$ cat src/rtl/debounce_pkg.sv
// Shared types and defaults for the push-button debouncer.
// State encoding is fixed because board-level debug probes decode it directly.
package debounce_pkg;

  typedef enum logic [1:0] {
    LOW_STABLE  = 2'b00,
    WAIT_HIGH   = 2'b01,
    HIGH_STABLE = 2'b10,
    WAIT_LOW    = 2'b11
  } state_t;

  localparam int STABLE_TICKS_DEF = 3;
  localparam int SYNC_STAGES_DEF  = 2;

endpackage

$ cat src/rtl/sync_chain.sv
// Metastability synchronizer: STAGES-deep flop chain, q lags d by STAGES cycles.
// No backpressure; async active-low reset clears every stage to 0.
module sync_chain #(
  parameter int STAGES = 2
) (
  input  logic clk,
  input  logic rst,
  input  logic d,
  output logic q
);

  logic [STAGES-1:0] ff;

  always_ff @(posedge clk or negedge rst) begin
    if (!rst) begin
      ff <= '0;
    end else begin
      ff <= {ff[STAGES-2:0], d};
    end
  end

  assign q = ff[STAGES-1];

endmodule

$ cat src/rtl/debounce_fsm.sv
// Button debouncer: level flips after STABLE_TICKS consecutive ticks of a changed input.
// Latency SYNC_STAGES+1 cycles into WAIT, then the confirming tick, then 1 cycle; no backpressure.
module debounce_fsm
  import debounce_pkg::*;
#(
  parameter int STABLE_TICKS = STABLE_TICKS_DEF,
  parameter int SYNC_STAGES  = SYNC_STAGES_DEF
) (
  input  logic clk,
  input  logic rst,
  input  logic tick,
  input  logic btn_in,
  output logic btn_level,
  output logic btn_press,
  output logic btn_release
);

  localparam int                CNT_W    = $clog2(STABLE_TICKS + 1);
  localparam logic [CNT_W-1:0]  CNT_LAST = CNT_W'(STABLE_TICKS - 1);

  logic             btn_s;
  state_t           state;
  logic [CNT_W-1:0] cnt;

  sync_chain #(
    .STAGES (SYNC_STAGES)
  ) u_sync (
    .clk (clk),
    .rst (rst),
    .d   (btn_in),
    .q   (btn_s)
  );

  // Outputs are assigned on the same edge as the state change, so they never lag it.
  always_ff @(posedge clk or negedge rst) begin
    if (!rst) begin
      state       <= LOW_STABLE;
      cnt         <= '0;
      btn_level   <= 1'b0;
      btn_press   <= 1'b0;
      btn_release <= 1'b0;
    end else begin
      btn_press   <= 1'b0;
      btn_release <= 1'b0;
      case (state)
        LOW_STABLE: begin
          if (btn_s) begin
            state <= WAIT_HIGH;
            cnt   <= '0;
          end
        end
        WAIT_HIGH: begin
          // A bounce takes priority over a coincident tick.
          if (!btn_s) begin
            state <= LOW_STABLE;
            cnt   <= '0;
          end else if (tick && (cnt == CNT_LAST)) begin
            state     <= HIGH_STABLE;
            cnt       <= '0;
            btn_level <= 1'b1;
            btn_press <= 1'b1;
          end else if (tick) begin
            cnt <= cnt + CNT_W'(1);
          end
        end
        HIGH_STABLE: begin
          if (!btn_s) begin
            state <= WAIT_LOW;
            cnt   <= '0;
          end
        end
        WAIT_LOW: begin
          if (btn_s) begin
            state <= HIGH_STABLE;
            cnt   <= '0;
          end else if (tick && (cnt == CNT_LAST)) begin
            state       <= LOW_STABLE;
            cnt         <= '0;
            btn_level   <= 1'b0;
            btn_release <= 1'b1;
          end else if (tick) begin
            cnt <= cnt + CNT_W'(1);
          end
        end
        default: begin
          state <= LOW_STABLE;
          cnt   <= '0;
        end
      endcase
    end
  end

endmodule

$ cat config.mk
export PLATFORM = sky130hd
export DESIGN_NAME = debounce_fsm
export DESIGN_NICKNAME = d
export VERILOG_FILES = /design/src/rtl/debounce_pkg.sv /design/src/rtl/sync_chain.sv /design/src/rtl/debounce_fsm.sv
export SDC_FILE = /design/constraint.sdc
export NUM_CORES = 1
export LEC_CHECK = 0
export BUFFER_PORTS_ARGS = -buffer_cell sky130_fd_sc_hd__buf_2
export CAP_MARGIN = 15
export CORE_AREA = 2 2 39 41
export CTS_BUF_LIST = sky130_fd_sc_hd__clkbuf_2 sky130_fd_sc_hd__clkbuf_4 sky130_fd_sc_hd__clkbuf_8
export CTS_CLUSTER_DIAMETER = 50
export DETAILED_ROUTE_END_ITERATION = 8
export DIE_AREA = 0 0 41 43
export PLACE_DENSITY_LB_ADDON = 0.25
export SYNTH_ARGS = -nofsm -noshare
export SYNTH_HDL_FRONTEND = slang
export SYNTH_SLANG_ARGS = --single-unit
$ cat constraint.sdc
create_clock -name clk -period 1.07 [get_ports clk]
set_input_delay 0.0535 -clock clk [delete_from_list [all_inputs] [get_ports clk]]
set_output_delay 0.0535 -clock clk [all_outputs]
set_load 0.005 [all_outputs]
==> flow_summary_export.csv <==
group,metric,value,unit
outcome,violations,"setup timing",
global_routing,grt_max_degree,10,
setup_path,critical_path.max_fanout,4,
logic_synthesis,synth_cell_type_count,19,
setup_path,crit_path_start_kind,"flip-flop",
timing,setup_slack,-0.0727,ns
power,ir_worst_vdd,841,uV
clocking,path_clk_slew,0.07,ns
detailed_routing,ant_nets,0,
logic_synthesis,synth_largest_area_cell,"dfrtp_1",
logic_synthesis,synth_edf_count,0,
timing,maxSlewViolCount,0,
logic_synthesis,ys_seq_area_share,59.6,%
floorplanning,row_count,14,
logic_synthesis,syn_area,378,um2
global_routing,grt_pass1_wl,1250,um
outcome,outcome,"complete, but fails checks",
timing,timing.final.crit_period,1.14,ns
setup_path,max_stage_delay,0.37,ns
logic_synthesis,synth_top_area_share,59.6,%
logic_synthesis,synth-seq-cells,9,
timing,whs,0.125,ns
setup_path,crit_path_start,"cnt[0]$_DFFE_PN0P_",
clocking,htreeDepth,1,
placed_design,dp_hpwl,500,um
setup_path,crit_path_cell_trace,"inv_1 > ha_2 > and3_4 > nand2_4 > o211ai_1",
detailed_routing,drtIter0Drc,6,
placed_design,io_buffers,6,
timing,finalHoldViolCount,0,
detailed_routing,firstDrtPassIters,2,
setup_path,r2r-start,"cnt[0]$_DFFE_PN0P_",
setup_path,cp_top_family,"flip-flops",
global_routing,grt_overflow,0,
logic_synthesis,async_flop_share,100,%
global_routing,antenna_found_initial,0,
setup_path,arrival,1.32,ns
cells_and_area,antennaDiodeCount,0,
timing,period_share,107,%
timing,finalSetupViolCount,4,
clocking,clkLatencyLatePin,0.26,ns
setup_path,path_class,"flip-flop to flip-flop",
floorplanning,io_pins,7,
timing,skew,0.00588,ns
logic_synthesis,synthTopCellsByCount,"dfrtp_1 (9), nand2_1 (4), inv_1 (3)",
setup_path,crit_slowest_cell,"dfrtp_1",
clocking,cts_inserted_buffers,3,
hold_path,min_path_type,"primary input to flip-flop",
cells_and_area,fin_area,538,um2
logic_synthesis,synth_top_flop_cell,"dfrtp_1",
logic_synthesis,avgSynthCellArea,11.1,um2
setup_path,required,1.25,ns
setup_path,path_buf_inv,1,
detailed_routing,vias,300,
job,maxCapViolations,0,
floorplanning,die_area,0.00176,mm2
placed_design,placed_cell_area,458,um2
cells_and_area,synthToLayoutAreaGrowth,42.4,%
hold_path,hp-start,"tick",
floorplanning,start_util,27.3,%
timing,tightest_slew,0.263,ns
cells_and_area,nets,57,
cells_and_area,drive_gt1_share,41.2,%
clocking,clkSinkCount,9,
power,power.density,2070,mW/mm2
logic_synthesis,yosysWarnings,0,
logic_synthesis,syn_nets,39,
logic_synthesis,synth_cells,34,
detailed_routing,drc,0,
global_routing,grtUsageTotal,11.5,%
floorplanning,fp.dieH,43,um
clocking,cts_buffer_depth,2,
detailed_routing,totalWireLength,723,um
logic_synthesis,yosysMostFrequentCell,"dfrtp_1",
floorplanning,core_area,0.00138,mm2
timing,max_clock_freq,875,MHz
floorplanning,dieWidth,41,um
clocking,cts_tree,"yes",
global_routing,grt_pass1_vias,319,
setup_path,critPathCaptureType,"flip-flop",
placed_design,gp_congestion,0.626,
timing,max_slew_margin,82.3,%
clocking,cts-root-buf,"clkbuf_4",
detailed_routing,wl_per_cell,10.8,um
timing,rsz0062_at_grt,"yes",
power,leakage,0.276,nW
detailed_routing,routed_via_density,4.48,
logic_synthesis,synthTopCellsByArea,"dfrtp_1 (60%), xnor2_2 (4.3%), nand2_1 (4.0%), ha_1 (3.3%), inv_1 (3.0%)",
## tightest hold or removal path, stage by stage
cell and delay, ns:
buf_2 0.13, nand3_1 0.12, nor3_1 0.05
## area by class of cell
| class | count | area [um2] |
|---|---|---|
| fill | 144 | 846 |
| inverter | 3 | 11.3 |
| tap | 16 | 20.0 |
| clock inverter | 1 | 5.00 |
| sequential | 9 | 225 |
| timing repair buffer | 13 | 91.3 |
| clock buffer | 3 | 22.5 |
| multi-input combinational | 22 | 163 |
## where the power goes
| group | switching [mW] | internal, mW |
|---|---|---|
| clock network | 0.127 | 0.138 |
| registers | 0.0689 | 0.409 |
| logic | 0.169 | 0.205 |
| total | 0.364 | 0.752 |
## metal layers
layer / track usage (%) / share of wire [%] / wire [um] / vias to the layer above
met5: 0 / 0 / 0 / -
met4: 10.0 / 1.4 / 10 / 0
met3: 4.71 / 4.4 / 32 / 2
met2: 16.3 / 56 / 407 / 5
met1: 12.4 / 38 / 272 / 144
li1: - / - / - / 149
## cells in the final DEF, fill, tap and decap left out, types with 2 or more instances in the layout
master / netlist / final
buf_2: 0 / 6
buf_4: 0 / 4
clkbuf_4: 0 / 3
dfrtp_1: 9 / 9
dlygate4sd3_1: 0 / 2
inv_1: 3 / 3
nand2_1: 4 / 3
## through the flow
stage               setup TNS [ns]  util [%]  setup WS (ns)  instances  power, mW
floorplan                  -0.0272         -        -0.0272         34      0.683
global placement           -0.0305      33.1        -0.0260         59      0.781
detailed placement         -0.0962      33.1        -0.0788         59      0.801
CTS                         -0.225      37.3        -0.0752         66       1.08
global route                -0.532      38.9         -0.140         67       1.21
finish                      -0.166      38.9        -0.0727         67       1.12
## worst paths after layout
path	endpoint	slack [ns]	cells past startpoint
setup reg to reg	btn_level$_DFFE_PN0P_	-0.07	5
min in group asynchronous	btn_release$_DFF_PN0_	0.16	2
hold / removal	btn_release$_DFF_PN0_	0.13	3
hold reg to reg	u_sync.ff[1]$_DFF_PN0_	0.36	0
setup / recovery	btn_level$_DFFE_PN0P_	-0.07	5
max in group asynchronous	cnt[0]$_DFFE_PN0P_	0.73	2
## cell families after synthesis
logic type                 Yosys count  synth area share [%]
and+or+nand+nor                     13                  17.6
DFF                                  9                  59.6
AOI/OAI and AO/OA                    6                  9.60
buffers and inverters                3                  2.98
xor gates and xnor gates             1                  4.31
muxes                                1                  2.65
adders and majority gates            1                  3.31
## timing repair
| item | in CTS | in global routing |
|---|---|---|
| hold endpoints to repair | 10 | 0 |
| resized for setup | 1 | 5 |
| buffers inserted | 1 | 1 |
| hold buffers | 2 | 0 |
| pin swaps | 2 | 2 |
| endpoints found under the setup margin | 3 | 6 |
(Power assumes the default switching activity.)
